## config.mk

```make
export PLATFORM = sky130hd
export DESIGN_NAME = perfect_classifier_flat
export DESIGN_NICKNAME = d
export VERILOG_FILES = /design/src/rtl/perfect_classifier_if.sv /design/src/rtl/perfect_classifier.sv /design/src/flat_wrapper.sv
export SDC_FILE = /design/constraint.sdc
export NUM_CORES = 1
export LEC_CHECK = 0
export ABC_AREA = 1
export CAP_MARGIN = 30
export CORE_MARGIN = 4
export CORE_UTILIZATION = 50
export DETAILED_ROUTE_END_ITERATION = 16
export PLACE_DENSITY = 0.74
export REMOVE_ABC_BUFFERS = 1
export SYNTH_ARGS = -nofsm -noshare
export SYNTH_HDL_FRONTEND = slang
export SYNTH_SLANG_ARGS = --single-unit
```

## constraint.sdc

```tcl
create_clock -name clk -period 9.8 [get_ports clk]
set_input_delay 1.96 -clock clk [delete_from_list [all_inputs] [get_ports clk]]
set_output_delay 1.96 -clock clk [all_outputs]
set_load 0.05 [all_outputs]
```

## src/rtl/perfect_classifier_if.sv

```systemverilog
// Go/done handshake bundle for the perfect-number classifier.
// go is sampled only while the classifier is idle; done pulses for one cycle with results.
interface perfect_classifier_if #(
   parameter int WIDTH = 8
);
   logic             go;
   logic [WIDTH-1:0] n;
   logic             busy;
   logic             done;
   logic [1:0]       class_o;
   logic [WIDTH+1:0] div_sum;
   logic [2:0]       dbg_state;

   modport master (
      output go, n,
      input  busy, done, class_o, div_sum, dbg_state
   );

   modport slave (
      input  go, n,
      output busy, done, class_o, div_sum, dbg_state
   );
endinterface

```

## src/rtl/perfect_classifier.sv

```systemverilog
// Classifies N as deficient/perfect/abundant by summing proper divisors, testing each
// candidate with a restoring shift-subtract divider that takes WIDTH cycles.
module perfect_classifier #(
   parameter int WIDTH      = 8,
   parameter bit EARLY_EXIT = 1'b1
) (
   input  logic               clk,
   input  logic               clr,
   perfect_classifier_if.slave bus
);
   localparam int SW = WIDTH + 2;
   localparam int CW = $clog2(WIDTH) + 1;

   typedef enum logic [2:0] {
      S_IDLE = 3'd0,
      S_LOAD = 3'd1,
      S_DIV  = 3'd2,
      S_ACC  = 3'd3,
      S_DONE = 3'd4
   } state_e;

   state_e           state_q;
   logic [WIDTH-1:0] n_q, i_q, dvd_q, rem_q;
   logic [CW-1:0]    cnt_q;
   logic [SW-1:0]    sum_q, div_sum_q;
   logic [1:0]       class_q;
   logic             busy_q, done_q;

   logic [WIDTH:0]   shifted, trial;
   logic [WIDTH-1:0] rem_d;
   logic [SW:0]      sum_ext;
   logic [SW-1:0]    sum_d, n_ext;
   logic [1:0]       class_d;
   logic             finish_acc;

   // One restoring-division step: bring in the next dividend bit, subtract if it fits.
   assign shifted = {rem_q, dvd_q[WIDTH-1]};
   assign trial   = shifted - {1'b0, i_q};
   assign rem_d   = trial[WIDTH] ? shifted[WIDTH-1:0] : trial[WIDTH-1:0];

   assign n_ext   = SW'(n_q);
   assign sum_ext = {1'b0, sum_q} + (SW+1)'(i_q);

   always_comb begin
      sum_d = sum_q;
      if (rem_q == '0) begin
         sum_d = sum_ext[SW] ? '1 : sum_ext[SW-1:0];
      end
      class_d = 2'b00;
      if (sum_d > n_ext) begin
         class_d = 2'b10;
      end else if (sum_d == n_ext) begin
         class_d = 2'b01;
      end
   end

   assign finish_acc = (EARLY_EXIT && (sum_d > n_ext)) || (i_q == (n_q >> 1));

   always_ff @(posedge clk or posedge clr) begin
      if (clr) begin
         state_q   <= S_IDLE;
         n_q       <= '0;
         i_q       <= '0;
         dvd_q     <= '0;
         rem_q     <= '0;
         cnt_q     <= '0;
         sum_q     <= '0;
         div_sum_q <= '0;
         class_q   <= 2'b00;
         busy_q    <= 1'b0;
         done_q    <= 1'b0;
      end else begin
         done_q <= 1'b0;
         case (state_q)
            S_IDLE: begin
               if (bus.go) begin
                  n_q       <= bus.n;
                  busy_q    <= 1'b1;
                  class_q   <= 2'b00;
                  div_sum_q <= '0;
                  state_q   <= S_LOAD;
               end
            end
            S_LOAD: begin
               i_q   <= WIDTH'(1);
               sum_q <= '0;
               dvd_q <= n_q;
               rem_q <= '0;
               cnt_q <= '0;
               if (n_q < WIDTH'(2)) begin
                  busy_q    <= 1'b0;
                  done_q    <= 1'b1;
                  class_q   <= 2'b00;
                  div_sum_q <= '0;
                  state_q   <= S_DONE;
               end else begin
                  state_q <= S_DIV;
               end
            end
            S_DIV: begin
               dvd_q <= dvd_q << 1;
               rem_q <= rem_d;
               cnt_q <= cnt_q + CW'(1);
               if (cnt_q == CW'(WIDTH - 1)) begin
                  state_q <= S_ACC;
               end
            end
            S_ACC: begin
               sum_q <= sum_d;
               if (finish_acc) begin
                  busy_q    <= 1'b0;
                  done_q    <= 1'b1;
                  class_q   <= class_d;
                  div_sum_q <= sum_d;
                  state_q   <= S_DONE;
               end else begin
                  i_q     <= i_q + WIDTH'(1);
                  dvd_q   <= n_q;
                  rem_q   <= '0;
                  cnt_q   <= '0;
                  state_q <= S_DIV;
               end
            end
            S_DONE: begin
               state_q <= S_IDLE;
            end
            default: begin
               state_q <= S_IDLE;
            end
         endcase
      end
   end

   assign bus.busy      = busy_q;
   assign bus.done      = done_q;
   assign bus.class_o   = class_q;
   assign bus.div_sum   = div_sum_q;
   assign bus.dbg_state = state_q;
endmodule
```

## src/flat_wrapper.sv

```systemverilog
// flat-port wrapper written by rule: the top's interface ports become plain ports
module perfect_classifier_flat 
#(
   parameter int WIDTH      = 8,
   parameter bit EARLY_EXIT = 1'b1
)
  (clk, clr, bus_go, bus_n, bus_busy, bus_done, bus_class_o, bus_div_sum, bus_dbg_state);
  perfect_classifier_if #(.WIDTH(WIDTH)) bus_i ();
  input  logic clk;
  input  logic clr;
  input wire logic [$bits(bus_i.go)-1:0] bus_go;
  input wire logic [$bits(bus_i.n)-1:0] bus_n;
  output wire logic [$bits(bus_i.busy)-1:0] bus_busy;
  output wire logic [$bits(bus_i.done)-1:0] bus_done;
  output wire logic [$bits(bus_i.class_o)-1:0] bus_class_o;
  output wire logic [$bits(bus_i.div_sum)-1:0] bus_div_sum;
  output wire logic [$bits(bus_i.dbg_state)-1:0] bus_dbg_state;
  assign bus_i.go = bus_go;
  assign bus_i.n = bus_n;
  assign bus_busy = bus_i.busy;
  assign bus_done = bus_i.done;
  assign bus_class_o = bus_i.class_o;
  assign bus_div_sum = bus_i.div_sum;
  assign bus_dbg_state = bus_i.dbg_state;
  perfect_classifier #(.WIDTH(WIDTH), .EARLY_EXIT(EARLY_EXIT)) u_core (.clk(clk), .clr(clr), .bus(bus_i));
endmodule
```

==> reports/qor.csv <==
metric,value,unit
ranking of synthesized cells by area,"dfrtp_1 (39%), nand2_1 (11%), ha_1 (8.1%)",
Sw Ratio,47.9,%
GRT met2 Usage,33.1,%
crit path launch,u_core.i_q[0],
gr busiest metal,met2,
die area,9570,um^2
Final Hold Viols,0,
Mapped Cells,504,
vias,3456,
CTS tree,built,
FP Rows,32,
area occupied by multi-input gates,2170,um^2
Layout area overhead,13.9,%
GRT Total Usage,20.5,%
Root Buffer Master,clkbuf_8,
Die Ht,97.8,um
Layout Nets,572,
status,"finished, final reports clean",
Post-CTS Setup Bufs,0,
Core ar.,7770,um^2
final WL,9300,um
post-synth top area share,39.1,%
clock insertion delay at the later pin of the skew report,0.34,ns
"Arr. time, crit path",4.70,ns
Placed Area,4370,um^2
clock sink total,63,
post-CTS resize count,0,
Cell Pwr Density,312,nW/um^2
Worst Slack Setup Final,5.36,ns
fillers,701,
largest net degree at the start of global routing,64,
Setup WS pre-CTS,5.43,ns
CP Class,flop to flop,
final setup fails,0,
yosys warns,0,
IO buf count,27,
Pre-antenna DRT Iters,5,
VDD IR max,0.170,mV
grt ovf,0,
Setup Skew,0.0116,ns
post-synth top area cell,dfrtp_1,
Tmin final,4.44,ns
CTS Buf Count,9,
CP max FO,25,
Antenna Violating Nets Remaining,0,
GR Util met3,4.50,%
RSZ-0062 raised after global routing,no,
post-synthesis sequential area ratio,39.1,%
ys flop type,dfrtp_1,
Switch Pwr,685,uW
I/O pin count,28,
Non-Filler Instances,640,
most frequent cells in the layout,"nand2_1 (120), dfrtp_1 (63), inv_1 (49), nand3_1 (38), nor2_1 (36)",
H-tree levels,3,
Post-DP HPWL,6920,um
initial antenna violation count,0,
clock power share,18.1,%
Startpoint Class,flop,
Slew Limit Fails,0,
#FFs+latches synth,63,
Seq. cell area,1580,um^2
first-pass GRT wire length,16100,um
drc violations,0,
Max-slew headroom,39.1,%
Clock Path Buffers,2,
CP cell instances,"ha_1, inv_1, fa_1, o21ai_2, nand2_1, nand2_2, nand3b_1, nand2_1, inv_1, a22oi_1, ha_1, inv_1, nor2_1, o21ai_0, a31oi_1, o21ai_0, nand4_4, nand3_4, nand2_1, nand2_1",
most frequent CP cell,nand2_1,
final cell area excluding filler cells,4600,um^2
placer's final routability congestion estimate,0.880,
Comb power frac,53.7,%
P_leak,0.00231,uW
placed cells,624,
Worst-Margin Slew,0.901,ns
fmax,225,MHz
synthesized cell area,4040,um^2
Syn Area/Cell,8.01,um^2
internal power,747,uW
Min-Delay Startpoint,u_core.bus.div_sum[1],
Max Cap Viol,0,
ant diodes,0,
worst r2r src,u_core.i_q[0],
Synth async-reset ratio,100,%
hold crit path type,flop to flop,
die width,97.8,um
"commonest non-fill, non-tap cell in the layout",nand2_1,
Slowest cell on crit path,nand4_4,
Initial Utilization,51.9,%
Yosys cell types,43,
Critical Path End Type,flop,
clk slew on worst S/H paths,0.07,ns
final worst path period share,45.3,%
layout cells sized above 1,10.2,%
TNS Setup,0,ns
met1 usage,27.6,%
part of the power in registers,28.1,%
WL per Instance,14.5,um
vias per cell,5.40,
# hold bufs at CTS,0,
number of synthesized flops with an enable pin,0,
drt first-iter violations,182,
CP required,10.06,ns
max incr delay on CP,0.47,ns
vias in the first global route,3437,
## sequential cells by signal, indices dropped and copies added (netlist names)
name,flops
u_core.bus.div_sum,10
u_core.bus.class_o,2
u_core.rem_q,8
u_core.bus.done,1
u_core.dvd_q,8
u_core.bus.busy,1
u_core.cnt_q,4
u_core.sum_q,10
u_core.i_q,8
u_core.n_q,8
u_core.bus.dbg_state,3
## final timing paths
check	endpoint	slack (ns)	cells past startpoint
max	u_core.bus.busy	5.36	20
max reg2reg	u_core.bus.busy	5.36	20
min in group asynchronous	u_core.cnt_q[2]	2.17	3
min	u_core.bus.div_sum[1]	0.47	2
min reg2reg	u_core.bus.div_sum[1]	0.47	2
max in group asynchronous	u_core.rem_q[0]	7.11	3
## kinds of logic (layout without fill, tap and decap cells)
family | Yosys count | in the layout | synth area share (%)
fa+ha+maj | 28 | 28 | 9.05
mux | 1 | 1 | 0.279
buf+inv | 65 | 99 | 7.13
xor+xnor | 21 | 21 | 4.56
compound gates | 88 | 88 | 12.4
flops | 63 | 63 | 39.1
simple gates | 238 | 238 | 27.5
## worst max-delay path: cells and delay by family (launching register included)
| kind | cells | cell delay, ns |
|---|---|---|
| AND/OR/NAND/NOR | 9 | 1.43 |
| adder cells (fa/ha/maj) | 3 | 0.99 |
| buffers and inverters | 3 | 0.26 |
| AO/OA/AOI/OAI | 5 | 1.24 |
| flip-flops | 1 | 0.44 |
## layout make-up
class,instances,share of cell area (%)
Clock buffer,10,2.99
Clock inverter,6,2.01
Inverter,54,4.41
Multi-Input combinational cell,376,47.2
Sequential cell,63,34.3
Tap cell,102,2.78
Timing Repair Buffer,29,6.29
## metrics by stage
| step | hold slack (ns) | total power [uW] | utilization (%) |
|---|---|---|---|
| 6_report | 0.474 | 1430 | 59.2 |
| 5_1_grt | 0.488 | 1560 | 59.2 |
| 4_1_cts | 0.478 | 1430 | 59.2 |
| 3_5_place_dp | 0.459 | 1170 | 56.2 |
| 3_3_place_gp | 0.458 | 1150 | 56.1 |
| 2_1_floorplan | 0.464 | 964 | - |
## cells in the mapped netlist, drive strengths merged, types with 5 or more instances
master and number:
xor2 18, inv 53, nor3 6, a21oi 24, nand4 8, nand3 40
ha 26, o21ai 45, nand2 134, clkbuf 5, nor2 43, dfrtp 63
buf 6
## power groups by stage
stage,combinational (uW),sequential (uW),clock (uW)
floorplan,525,438,0
finish,770,403,260
global route,872,413,275
global placement,742,405,0
CTS,769,402,263
detailed placement,766,406,0
## layer usage
layer,share of wire (%),vias to the layer above
met3,4.6,16
li1,-,1723
met1,47,1644
met2,47,73
met5,0,-
met4,1.5,0
(Power assumes the default switching activity.)
